## src/rtl/alu_exec_seq.sv

```systemverilog
// Registered ALU execute stage with valid/ready handshake and zero/overflow flags.
// Optional iterative shift-add multiplier is compiled in when ALU_EXEC_MULT_EN is defined.
module alu_exec_seq #(
  parameter int WIDTH = 32
) (
  input  logic             clk,
  input  logic             reset,
  input  logic             invalid,
  input  logic [3:0]       inalucontrol,
  input  logic [WIDTH-1:0] ina,
  input  logic [WIDTH-1:0] inb,
  output logic             outready,
  output logic             outvalid,
  output logic [WIDTH-1:0] outresult,
  output logic             outzero,
  output logic             outoverflow
);

  localparam logic [3:0] OP_AND = 4'b0000;
  localparam logic [3:0] OP_OR  = 4'b0001;
  localparam logic [3:0] OP_SUB = 4'b0110;
  localparam logic [3:0] OP_SLT = 4'b0111;
  localparam logic [3:0] OP_NOR = 4'b1100;

  logic [WIDTH-1:0] w_sum;
  logic [WIDTH-1:0] w_diff;
  logic [WIDTH-1:0] w_result;
  logic             w_overflow;
  logic             w_lessThan;

  // Single-cycle datapath; anything not decoded falls through to ADD like the decoder.
  always_comb begin
    w_sum      = ina + inb;
    w_diff     = ina - inb;
    w_lessThan = ($signed(ina) < $signed(inb));
    w_result   = w_sum;
    w_overflow = (ina[WIDTH-1] == inb[WIDTH-1]) && (w_sum[WIDTH-1] != ina[WIDTH-1]);
    case (inalucontrol)
      OP_AND: begin
        w_result   = ina & inb;
        w_overflow = 1'b0;
      end
      OP_OR: begin
        w_result   = ina | inb;
        w_overflow = 1'b0;
      end
      OP_NOR: begin
        w_result   = ~(ina | inb);
        w_overflow = 1'b0;
      end
      OP_SUB: begin
        w_result   = w_diff;
        w_overflow = (ina[WIDTH-1] != inb[WIDTH-1]) && (w_diff[WIDTH-1] != ina[WIDTH-1]);
      end
      OP_SLT: begin
        w_result   = {{(WIDTH-1){1'b0}}, w_lessThan};
        w_overflow = 1'b0;
      end
      default: begin
        w_result   = w_sum;
        w_overflow = (ina[WIDTH-1] == inb[WIDTH-1]) && (w_sum[WIDTH-1] != ina[WIDTH-1]);
      end
    endcase
  end

`ifdef ALU_EXEC_MULT_EN

  localparam logic [3:0] OP_MUL = 4'b1000;
  localparam int         CW     = (WIDTH > 1) ? $clog2(WIDTH) : 1;
  localparam logic [CW-1:0] LAST_ITER = CW'(WIDTH - 1);

  typedef enum logic {
    IDLE,
    MUL
  } state_t;

  state_t           r_state;
  logic [CW-1:0]    r_count;
  logic [WIDTH-1:0] r_mcand;
  logic [WIDTH-1:0] r_mplier;
  logic [WIDTH-1:0] r_acc;
  logic [WIDTH-1:0] w_accNext;

  assign w_accNext = r_acc + (r_mplier[0] ? r_mcand : '0);
  assign outready  = !reset && (r_state == IDLE);

  // The multiplicand shifts left and the multiplier right, so bit 0 of r_mplier
  // always selects whether the current partial product is added.
  always_ff @(posedge clk) begin
    if (reset) begin
      r_state     <= IDLE;
      r_count     <= '0;
      r_mcand     <= '0;
      r_mplier    <= '0;
      r_acc       <= '0;
      outvalid    <= 1'b0;
      outresult   <= '0;
      outzero     <= 1'b0;
      outoverflow <= 1'b0;
    end else begin
      outvalid <= 1'b0;
      case (r_state)
        IDLE: begin
          if (invalid) begin
            if (inalucontrol == OP_MUL) begin
              r_mcand  <= ina;
              r_mplier <= inb;
              r_acc    <= '0;
              r_count  <= '0;
              r_state  <= MUL;
            end else begin
              outresult   <= w_result;
              outzero     <= (w_result == '0);
              outoverflow <= w_overflow;
              outvalid    <= 1'b1;
            end
          end
        end
        MUL: begin
          r_acc    <= w_accNext;
          r_mcand  <= r_mcand << 1;
          r_mplier <= r_mplier >> 1;
          r_count  <= r_count + CW'(1);
          if (r_count == LAST_ITER) begin
            outresult   <= w_accNext;
            outzero     <= (w_accNext == '0);
            outoverflow <= 1'b0;
            outvalid    <= 1'b1;
            r_count     <= '0;
            r_state     <= IDLE;
          end
        end
        default: r_state <= IDLE;
      endcase
    end
  end

`else

  assign outready = !reset;

  // Every request completes in the cycle it is accepted, so the stage is never busy.
  always_ff @(posedge clk) begin
    if (reset) begin
      outvalid    <= 1'b0;
      outresult   <= '0;
      outzero     <= 1'b0;
      outoverflow <= 1'b0;
    end else begin
      outvalid <= 1'b0;
      if (invalid) begin
        outresult   <= w_result;
        outzero     <= (w_result == '0);
        outoverflow <= w_overflow;
        outvalid    <= 1'b1;
      end
    end
  end

`endif

endmodule

```

## config.mk

```make
export PLATFORM = sky130hd
export DESIGN_NAME = alu_exec_seq
export DESIGN_NICKNAME = d
export VERILOG_FILES = /design/src/rtl/alu_exec_seq.sv
export SDC_FILE = /design/constraint.sdc
export NUM_CORES = 1
export LEC_CHECK = 0
export CORE_MARGIN = 3
export CORE_UTILIZATION = 60
export CTS_CLUSTER_DIAMETER = 50
export CTS_CLUSTER_SIZE = 10
export DETAILED_ROUTE_END_ITERATION = 10
export PLACE_DENSITY = 0.9
export SYNTH_ARGS = -nofsm -noshare
export SYNTH_HDL_FRONTEND = slang
export SYNTH_SLANG_ARGS = --single-unit
```

## constraint.sdc

```tcl
create_clock -name clk -period 9.02 [get_ports clk]
set_input_delay 1.353 -clock clk [delete_from_list [all_inputs] [get_ports clk]]
set_output_delay 1.353 -clock clk [all_outputs]
set_load 0.005 [all_outputs]
```

# == Yosys cells after proc, flatten, opt, wreduce, memory -nomap -nowiden ==
# Index checks and enable logic that the tools add are counted.
# classes
add_sub_neg,2
magnitude_cmp,1
eq_ne,8
mux,3
n_bitwise,3
reduce_logical,6
# op_table
op,count
32-bit one-hot mux with 5 select lines,1
32-bit adder,1
32-bit AND,1
32-bit logical NOT,1
32-bit < comparator,1
32-bit inverter,1
32-bit bitwise OR,1
32-bit subtractor,1
"4-bit by 3-bit == test with 1-bit output, second input constant",2
"4-bit by 1-bit == test with 1-bit output, second input constant",1
"4-bit == test, second input constant",1
4-bit logical NOT,1
4-bit OR reduction,1
1-bit != test,3
1-bit logical AND,2
1-bit one-hot mux with 2 select lines,1
1-bit == test,1
1-bit logical NOT,1
1-bit 2-to-1 mux,1
# word_totals
regBits,35

# == Longest topological paths before layout ==
# Gate-level depths: netlist of the first run.
# depth
word_depth,4
ltp_mapped,14

# == Worst setup path before layout of the first run ==
# No wires, ideal clock.
# synth_path
path_kind,input-to-reg
from,input port ina[0]
to,register outzero
setup_ns,0.069
t_arrival_ns,3.982
required_time_ns,8.951
path_slack_ns,4.970
path_stages,13
cell_sequence,ha_1 -> fa_1 -> a21o_1 -> a221oi_2 -> o221ai_2 -> a211oi_4 -> o311ai_1 -> mux2i_1 -> nor3_1 -> nand3_1 -> nor4b_2 -> nand4_1 -> o21ai_1
# synth_via
elab_chain_len,4
elab_cells_between_ends,8
# synth_lines
element,line_no,rtl
"start, declared",10,"input logic [WIDTH-1:0] ina,"
branches (longest 2 deep; another with 32-bit adder),--,
32-bit one-hot mux with 5 select lines (*),38,case (inalucontrol)
32-bit logical NOT (*),153,outzero <= (w_result == '0);
"end signal, assigned",153,
"end, declared",15,"output logic outzero,"
# Mark *: on every way between the ends.
# A chain may end at the register's enable or synchronous reset.

# == Worst setup path in the final report of the first run ==
# layout_path
from,input port inalucontrol[0]
to,register outzero
# layout_via
elab_chain_len,3
elab_cells_between_ends,7
# layout_lines
element,line_no,rtl
"start, declared",9,"input logic [3:0] inalucontrol,"
"4-bit by 3-bit == test with 1-bit output, or another cell as far along",38,
32-bit one-hot mux with 5 select lines (*),38,
32-bit logical NOT (*),153,
# Mark *: on every way between the ends. The rest lies on a longest branch, timed or not.

==> results by group, run 1 <==
Clock network
  • Clock sinks: 35
  • Hold_buf cts: 0
  • Maximum buffer depth of the clock tree: 2
  • CTS H-Tree Depth: 2
  • Num CTS Buffers: 5
  • Post-CTS sizing: 0
  • CTS tree: yes
  • Clock root cell: clkbuf_16
  • Clock latency on the worst-skew pair: ~0.28 ns
  • Clk slew on worst S/H paths: about 0.06 ns
  • Post-CTS Setup Bufs: 0

Synthesis
  • Ys Warns: 0
  • Syn_nets: about 1200
  • Seq cells post-synth: 35
  • Top cell type by total area after synthesis: ha_1
  • Mapped Area: between 0.007 and 0.008 mm²
  • Sequential-to-total area share from yosys stat: about a tenth
  • FFs w/ async S/R, synth: 0%
  • Top cells by area, synth: ha_1 (17%), dfxtp_1 (9.9%), nor2_1 (6.3%)
  • Commonest register cell after synthesis: dfxtp_1
  • Synth top area share: 17.0%
  • Mapped Cells: around 990
  • Post-synth cell types: roughly 110
  • EDFF count, synth: 0
  • Mean Syn Cell Area: between 7 and 8 µm²

Detailed routing
  • Drt pass-1 iters: 8
  • WL per Instance: 20.1 µm
  • Vias post-DR: around 8100
  • Drt total wl: about 24 mm
  • Iter 0 DRT Violations: 1184
  • Antenna Nets Post-Route: 0
  • Avg Vias per Cell: 6.86
  • Drc violations: 0

Timing
  • Worst slew pin tran: about 0.99 ns
  • Rel. slew slack: between 30 and 40%
  • Final critical-path required period: about 5.0 ns
  • Maximum operating frequency: 0.202 GHz
  • Final Skew: 0 ns
  • RSZ-0062 raised after global routing: no
  • Max-slew violations: 0
  • Period utilization: between 50% and 60%
  • Final worst slack: about 4.1 ns
  • Final setup TNS: 0 ns
  • Hold Vio Cnt, Final: 0
  • Final Setup Violations: 0

Global route
  • Vias in the first global route: 7216
  • GRT Overall Usage: a little over a third
  • Initial antenna violation count: 2
  • Global-route wire length before repair: roughly 37 mm
  • Grt ovf: 0
  • Largest net degree at the start of global routing: 51

Cells and area
  • Share of cells above drive strength 1: roughly 6.4%
  • # diodes: 0
  • FILL cells: 935
  • Core Util, Final: 70.7%
  • Nets: 1208
  • P&R area growth vs syn: 14.6%

Pwr
  • Reg power frac: 20.7%
  • Post-layout power: roughly 0.86 mW
  • Logic gate share of total power: about three fifths
  • Leakage power figure: approximately 3.6 nW
  • Net Sw Frac: between 40% and 50%
  • Pwr Density: roughly 110 mW/mm²
  • Clock network fraction of total power: between 20% and 30%
  • Int Power: between 0.4 and 0.5 mW
  • Net switching power: 0.372 mW
  • VDD IR max: between 150 and 200 µV

Critical path
  • Crit path required time: approximately 9 ns
  • Reg2reg path depth: 2
  • Slowest CP cell: clkdlybuf4s50_1
  • Worst Path Max Fanout: 16
  • Crit end category: flop
  • Critical path arrival: 5.16 ns
  • Critical path class: in2reg
  • CP max stage delay: approximately 0.74 ns
  • CP Launch Type: input pin
  • Ordered cell list for the critical path: clkdlybuf4s50_1, or4b_2, buf_4, nor2_1, a221oi_1, nand2_1, o31ai_1, o221ai_1, a31oi_1, nand3_1, nor4b_2, nand4_1, o21ai_1

Job
  • Max Cap Violations: 0

Place
  • Placement Setup Slack: roughly 3.9 ns
  • Dpl hpwl: ~18 mm
  • Port Buffers: approximately 110
  • GP Congestion: roughly 1.1

Die
  • Core ar.: between 0.01 and 0.015 mm²
  • Initial Util: about 62%
  • Site Rows: 39
  • I/O pin cnt: about 110
  • Die height: 115 µm
  • Die span in x: about 110 µm
  • Die area: between 0.01 and 0.015 mm²

Min path
  • Hold Path Depth: 2
  • Type of the worst min-delay path: reg2reg

Outcome
  • Status: complete, no violations
==> area by class of cell <==
cell class	count	area (µm²)	area share (%)
clock buffer	7	153	1.88
clock inverter	1	7.51	0.0926
inverter	96	360	4.44
multi-input combinational	787	5590	69.0
sequential	35	701	8.64
tap	143	179	2.21
timing repair buffer	114	1120	13.8
==> registers in the layout, indices dropped and copies added (netlist names) <==
signal / cells
outresult: 32
outoverflow: 1
outvalid: 1
outzero: 1
==> critical path, delay by kind of cell <==
kind	cells	cell delay, ns
AOI/OAI and AO/OA	5	1.49
and+or+nand+nor	6	1.27
buffers and inverters	2	1.05
==> cells by family after synthesis <==
kind of cell	synth area share [%]
adder cells (fa/ha/maj)	17.5
AO/OA/AOI/OAI	36.3
buffers and inverters	11.3
XOR/XNOR	0.495
AND/OR/NAND/NOR	22.5
flip-flops	9.90
multiplexers	1.91
==> worst paths after layout <==
| kind | startpoint | endpoint | slack [ns] |
|---|---|---|---|
| worst min register to register | outresult[31] | outresult[31] | 0.47 |
| worst max-delay path | inalucontrol[0] | outzero | 4.07 |
| worst max register to register | outresult[13] | outresult[13] | 8.26 |
| worst min-delay path | outresult[31] | outresult[31] | 0.47 |
==> synthesized netlist by cell type, types with 7 or more instances <==
cell type / instances
nor2_1: 118
ha_1: 96
inv_1: 93
a21oi_1: 87
nand2_1: 53
dfxtp_1: 35
nand3_1: 33
a211oi_1: 29
o21ai_0: 29
a21o_1: 24
nor3_1: 23
clkbuf_1: 22
buf_2: 21
a221o_1: 18
buf_6: 18
a22oi_1: 15
o211ai_1: 15
a221oi_1: 13
a31oi_1: 13
nand4_1: 12
o22ai_1: 12
o31ai_1: 11
mux2i_1: 9
nand2b_1: 9
and3_1: 8
nor2b_1: 8
o221ai_1: 8
or2_2: 8
or3_1: 8
nor4_1: 7
==> metrics by stage <==
stage / area [µm²] / std cells / hold slack, ns
floorplan: 7070 / 986 / 0.460
CTS: 8110 / 1183 / 0.473
detailed placement: 7950 / 1175 / 0.465
finish: 8110 / 1183 / 0.474
global route: 8110 / 1183 / 0.496
global placement: 7950 / 1175 / 0.455
==> power groups by stage <==
stage	clock network, mW	logic, mW	registers, mW
after floorplan	0	0.330	0.182
after global placement	0	0.476	0.180
after detailed placement	0	0.478	0.181
after CTS	0.183	0.482	0.178
after global routing	0.188	0.539	0.179
final	0.182	0.500	0.178
==> cell usage in the layout (no fill, tap or decap), types with 4 or more instances in the layout <==
cell / synthesis / routed
a211oi_1: 29 / 29
a21o_1: 24 / 24
a21oi_1: 87 / 87
a221o_1: 18 / 18
a221oi_1: 13 / 13
a22oi_1: 15 / 15
a31oi_1: 13 / 13
and3_1: 8 / 8
buf_4: 6 / 8
clkbuf_16: 0 / 5
clkdlybuf4s50_1: 0 / 105
dfxtp_1: 35 / 35
ha_1: 96 / 96
inv_1: 93 / 93
mux2i_1: 9 / 9
nand2_1: 53 / 53
nand2b_1: 9 / 9
nand3_1: 33 / 32
nand4_1: 12 / 12
nor2_1: 118 / 117
nor2b_1: 8 / 8
nor3_1: 23 / 23
nor3b_1: 4 / 4
nor4_1: 7 / 6
o211ai_1: 15 / 15
o21ai_0: 29 / 29
o21ai_1: 5 / 5
o21bai_1: 6 / 6
o221ai_1: 8 / 8
o22ai_1: 12 / 12
o311ai_1: 4 / 4
o31a_1: 5 / 5
o31ai_1: 11 / 11
or2_2: 8 / 8
or3_1: 8 / 8
==> metal layers <==
layer  vias up  global-route usage, %  share of wire, %
met2       573                   52.0                42
met4         4                   9.58               2.8
li1       3750                      -                 -
met3        67                   11.0                15
met5         -                      0              0.11
met1      3719                   48.4                41
Note: power is estimated with default switching activity, not from simulation.
==> run 2, diff against run 1 <==
Settings changed: CORE_UTILIZATION 60 to 51, PLACE_DENSITY 0.9 to 0.82.
Clock period 9.02 ns to 4.2 ns, I/O delays scaled along.
==> run 2 against run 1 <==
Against the previous run: utilization down 4.6 points; first-iteration DRC count grew 5.9%; worst hold slack better by 0.0061 ns; final cell count rose by 10%; sequential power rose by 120%; highest routed layer unchanged.
==> results by group, run 2 (same netlist as run 1, synthesis figures left out) <==
Die
  • Die height: 124 µm (+8.0%)
  • Core ar.: 0.0134 mm² (+17%)
  • Die span in x: 124 µm (+8.0%)
  • Initial Util: 52.8% (-8.9 points)
  • I/O pin cnt: 107 (unchanged)
  • Site Rows: 42 (+7.7%)
  • Die area: 0.0153 mm² (+17%)

Clock network
  • CTS tree: yes
  • Clock latency on the worst-skew pair: 0.28 ns (about the same)
  • CTS H-Tree Depth: 2 (unchanged)
  • Clk slew on worst S/H paths: 0.06 ns (about the same)
  • Maximum buffer depth of the clock tree: 2 (unchanged)
  • Num CTS Buffers: 5 (unchanged)
  • Clock root cell: clkbuf_16
  • Clock sinks: 35 (unchanged)
  • Hold_buf cts: 0 (unchanged)

Timing
  • Max-slew violations: 0 (unchanged)
  • Final critical-path required period: between 4 and 5 ns
  • Final Skew: 0 ns (unchanged)
  • Hold Vio Cnt, Final: 0 (unchanged)
  • Final worst slack: 0.161 ns (-3.91 ns)
  • Final hold slack: 0.480 ns (+0.00611 ns)
  • Worst slew pin tran: 0.660 ns (-0.329 ns)
  • Maximum operating frequency: around 0.25 GHz
  • Final Setup Violations: 0 (unchanged)
  • Period utilization: between 90% and 100%
  • Final setup TNS: 0 ns (unchanged)
  • RSZ-0062 raised after global routing: no
  • Rel. slew slack: 55.6% (+22 points)

Detailed routing
  • Drt total wl: 25.8 mm (+8.3%)
  • Drt pass-1 iters: 6 (-2)
  • Antenna Nets Post-Route: 0 (unchanged)
  • Avg Vias per Cell: 6.45 (-5.9%)
  • Vias post-DR: 8425 (+3.8%)
  • WL per Instance: 19.7 µm (-1.9%)
  • Iter 0 DRT Violations: 1254 (+5.9%)
  • Drc violations: 0 (unchanged)

Cells and area
  • Most flops, register: outresult
  • Cell Count, Final, Fillers Out: 1306 (+10%)
  • FILL cells: 1200 (+28%)
  • Most frequent cells in the layout: nor2_1 (117), clkdlybuf4s50_1 (105), buf_4 (97)
  • Largest register FFs: 32 (unchanged)
  • Core Util, Final: 66.1% (-4.6 points)
  • Nets: 1298 (+7.5%)
  • Most common cell after layout, fill and taps aside: nor2_1
  • Final instance area: 0.00886 mm² (+9.3%)
  • Share of cells above drive strength 1: 14.1% (+7.6 points)
  • P&R area growth vs syn: 25.3%
  • # diodes: 0 (unchanged)

Place
  • GP Congestion: 1.05 (-0.86%)
  • Dpl hpwl: 20.6 mm (+13%)
  • Placed inst area: 0.00868 mm² (+9.2%)
  • Cell Count Post-Placement: 1298 (+10%)
  • Placement Setup Slack: -0.110 ns (-3.98 ns)
  • Port Buffers: 106 (unchanged)

Global route
  • GR Layer Usage met1: 45.2% (-3.2 points)
  • Initial antenna violation count: 1 (-1)
  • Vias in the first global route: 7801 (+8.1%)
  • Largest net degree at the start of global routing: 51 (unchanged)
  • M2 GR Usage: 52.0% (about the same)
  • GRT Overall Usage: 33.0% (-1.9 points)
  • Grt ovf: 0 (unchanged)
  • Gr busiest metal: met2
  • Met3 GRT Util: 7.81% (-3.2 points)
  • Global-route wire length before repair: 40.2 mm (+7.6%)

Critical path
  • Critical path launch point: ina[0]
  • Critical path arrival: 4.25 ns (-0.91 ns)
  • CP max stage delay: 0.44 ns (-0.30 ns)
  • Setup slack, reg-to-reg: 3.39 ns (-4.87 ns)
  • Slowest CP cell: fa_1
  • Crit end category: flop
  • Critical path class: in2reg
  • Crit path required time: 4.41 ns (-4.82 ns)
  • Reg2reg path depth: 2 (unchanged)
  • R2r endpoint: outresult[0]
  • CP Launch Type: input pin
  • RR Startpoint: outresult[0]
  • Ordered cell list for the critical path: clkdlybuf4s50_1, buf_4, ha_1, fa_1, a21o_1, a221o_1, a21oi_4, a2111oi_1, nor3_1, o21bai_1, mux2_2, a22oi_1, nor3b_1, nand4_1, o21ai_1
  • Worst Path Max Fanout: 6 (-10)

Min path
  • Type of the worst min-delay path: reg2reg
  • Hold Path Sink: outresult[1]
  • Hold Path Depth: 2 (unchanged)
  • Min-delay src: outresult[1]

Pwr
  • Pwr Density: 227 mW/mm² (+110%)
  • Post-layout power: 2.01 mW (+130%)
  • Leakage power figure: 4.00 nW (+12%)
  • VDD IR max: 157 µV (+4.3%)

Job
  • Max Cap Violations: 0 (unchanged)

Outcome
  • Status: complete, no violations
==> run 2: critical path: cells and delay by family <==
family / cells / cell delay [ns]
adder cells (fa/ha/maj): 2 / 0.70
buffers and inverters: 2 / 0.56
AND/OR/NAND/NOR: 3 / 0.52
AO/OA/AOI/OAI: 7 / 1.58
multiplexers: 1 / 0.27
==> run 2: cell type report <==
| type | instances | area [µm²] | share of cell area [%] |
|---|---|---|---|
| Multi-Input combinational cell | 787 | 5610 | 63.3 |
| Sequential cell | 35 | 701 | 7.91 |
| Inverter | 96 | 360 | 4.07 |
| Timing Repair Buffer | 204 | 1800 | 20.4 |
| Clock buffer | 5 | 125 | 1.41 |
| Tap cell | 176 | 220 | 2.49 |
| Clock inverter | 3 | 43.8 | 0.494 |
==> run 2: how the worst max path moves through the flow <==
| stage | to |
|---|---|
| 2_1_floorplan | outzero |
| 3_3_place_gp | outzero |
| 3_5_place_dp | outzero |
| 4_1_cts | outzero |
| 5_1_grt | outzero |
| 6_report | outzero |
==> run 2: power breakdown <==
| part | switching [mW] | total, mW | internal (mW) |
|---|---|---|---|
| sequential | 0.0186 | 0.383 | 0.365 |
| clock | 0.141 | 0.420 | 0.279 |
| combinational | 0.678 | 1.21 | 0.530 |
==> run 2: what timing repair did <==
item / in CTS / in global routing
gates resized for setup: 0 / 3
setup buffers: 0 / 0
endpoints found under the setup margin: 0 / 1
==> run 2: routing by layer <==
metal | vias up | wire, µm
met5 | - | 59
met4 | 4 | 562
met3 | 56 | 3160
met1 | 3869 | 10800
li1 | 3943 | -
met2 | 553 | 11200
==> run 3, diff against run 2 <==
Settings changed: PLACE_DENSITY 0.82 to 0.91, TNS_END_PERCENT set to 1.
==> run 3 against run 2 <==
Against the previous run: critical path depth grew 2; die area is the same; count of clock-buffer cells in the layout grew 1; largest power group unchanged; highest routed layer is now met4.
==> results by group, run 3 (same netlist as run 1, synthesis figures left out) <==
Detailed routing
  • Drc violations: 0 (unchanged)
  • Iter 0 DRT Violations: 963 (-23%)
  • Avg Vias per Cell: 6.43 (-0.38%)
  • Drt pass-1 iters: 6 (unchanged)
  • Antenna Nets Post-Route: 0 (unchanged)
  • Drt total wl: 26.3 mm (+2.3%)
  • Vias post-DR: 8502 (+0.91%)
  • WL per Instance: 19.9 µm (+0.95%)

Clock network
  • Clock sinks: 35 (unchanged)
  • CTS H-Tree Depth: 2 (unchanged)
  • Clock latency on the worst-skew pair: 0.27 ns (about the same)
  • Clk slew on worst S/H paths: 0.05 ns (about the same)
  • Num CTS Buffers: 5 (unchanged)
  • CTS tree: yes
  • Clock root cell: clkbuf_16
  • Post-CTS Setup Bufs: 0 (unchanged)
  • Maximum buffer depth of the clock tree: 2 (unchanged)

Global route
  • GRT Overall Usage: 33.5% (+0.43 points)
  • Grt ovf: 0 (unchanged)
  • Initial antenna violation count: 0 (-1)
  • Vias in the first global route: 7971 (+2.2%)
  • Global-route wire length before repair: 40.5 mm (+0.89%)
  • Largest net degree at the start of global routing: 50 (-2.0%)

Critical path
  • Crit path required time: 4.37 ns (-0.04 ns)
  • Critical path arrival: 4.16 ns (-0.09 ns)
  • Worst Path Max Fanout: 3 (-3)
  • Dominant delay contributor by cell family on the critical path: compound AO/OA/AOI/OAI gates
  • Critical path class: in2reg
  • Ordered cell list for the critical path: clkdlybuf4s50_1, inv_1, ha_1, fa_1, nor2_1, o311ai_1, a31oi_1, a21oi_1, nor3_1, buf_4, o41a_1, a22oi_1, buf_4, nor4b_1, and4bb_1, nand4_1, o21ai_1
  • Crit path buffers/inverters: 4 (+2)
  • Slowest CP cell: o311ai_1
  • Crit end category: flop
  • CP max stage delay: 0.57 ns (+0.13 ns)
  • CP Launch Type: input pin
  • Most used cell, CP: buf_4

Die
  • Site Rows: 42 (unchanged)
  • Core ar.: 0.0134 mm² (unchanged)
  • Initial Util: 52.8% (unchanged)
  • Die span in x: 124 µm (unchanged)
  • Die height: 124 µm (unchanged)
  • Die area: 0.0153 mm² (unchanged)
  • I/O pin cnt: 107 (unchanged)

Cells and area
  • # diodes: 0 (unchanged)
  • Most flops, register: outresult
  • Nets: 1315 (+1.3%)
  • Core Util, Final: 67.3% (+1.2 points)
  • Largest register FFs: 32 (unchanged)
  • Most frequent cells in the layout: nor2_1 (117), buf_4 (113), clkdlybuf4s50_1 (105)
  • P&R area growth vs syn: 27.6%
  • FILL cells: 1214 (+1.2%)
  • Share of cells above drive strength 1: 15.3% (+1.3 points)
  • Most common cell after layout, fill and taps aside: nor2_1

Pwr
  • Pwr Density: 227 mW/mm² (-0.16%)
  • VDD IR max: 132 µV (-16%)
  • Leakage power figure: 4.09 nW (+2.5%)

Timing
  • RSZ-0062 raised after global routing: no
  • Hold Vio Cnt, Final: 0 (unchanged)
  • Final Skew: 0 ns (unchanged)
  • Rel. slew slack: 42.8% (-13 points)
  • Worst slew pin tran: 0.849 ns (+0.188 ns)
  • Max-slew violations: 0 (unchanged)
  • Final hold slack: 0.484 ns (+0.00404 ns)
  • Maximum operating frequency: 0.250 GHz (+1.0%)
  • Final Setup Violations: 0 (unchanged)
  • Period utilization: 95.2% (-1.0 points)
  • Final setup TNS: 0 ns (unchanged)
  • Final critical-path required period: 4.00 ns (-0.0418 ns)

Place
  • Dpl hpwl: 21.3 mm (+3.2%)
  • GP Congestion: 1.06 (+1.1%)
  • Port Buffers: 106 (unchanged)

Min path
  • Type of the worst min-delay path: reg2reg

Job
  • Max Cap Violations: 0 (unchanged)

Outcome
  • Status: complete, no violations
[run 3: repair_timing]
item                       CTS  global route
hold endpoints to repair     0             0
setup endpoints to repair    0             3
resized for setup            0             5
hold buffers                 0             0
[run 3: worst paths after layout]
check | slack (ns) | to | from | cells past startpoint
setup / recovery | 0.20 | outzero | ina[0] | 17
hold / removal | 0.48 | outresult[23] | outresult[23] | 2
setup reg to reg | 3.41 | outresult[0] | outresult[0] | 2
hold reg to reg | 0.48 | outresult[23] | outresult[23] | 2
[run 3: worst register-to-register path, stage by stage, from the launching register on]
cell,delay (ns)
dfxtp_1,0.35
nor2_1,0.06
a311oi_1,0.28
[run 3: routing by layer]
| layer | wire [µm] | up-vias | global-route usage, % |
|---|---|---|---|
| met4 | 792 | 0 | 10.9 |
| met1 | 10800 | 3896 | 45.7 |
| met5 | 0 | - | 0 |
| li1 | - | 3967 | - |
| met2 | 11300 | 556 | 51.8 |
| met3 | 3410 | 83 | 8.08 |
[run 3: final cells by class]
class | count | area (µm²) | share of cell area [%]
clock buffer | 6 | 139 | 1.54
clock inverter | 2 | 35.0 | 0.388
inverter | 96 | 360 | 3.99
multi-input combinational | 787 | 5620 | 62.3
sequential | 35 | 701 | 7.76
tap | 176 | 220 | 2.44
timing repair buffer | 221 | 1940 | 21.5
[run 3: where the power goes]
group / switching, mW / internal (mW) / leakage, nW
clock: 0.134 / 0.295 / 0.0868
sequential: 0.0183 / 0.365 / 0.290
combinational: 0.685 / 0.548 / 3.72
[run 3: per-stage QoR]
step	power (mW)	instance area [µm²]	setup WS (ns)	cells
2_1_floorplan	1.10	7070	0.873	986
3_3_place_gp	1.55	8810	-0.0561	1315
3_5_place_dp	1.57	8810	-0.145	1315
4_1_cts	2.00	8980	0.118	1323
5_1_grt	2.15	9020	0.00228	1323
6_report	2.05	9020	0.203	1323
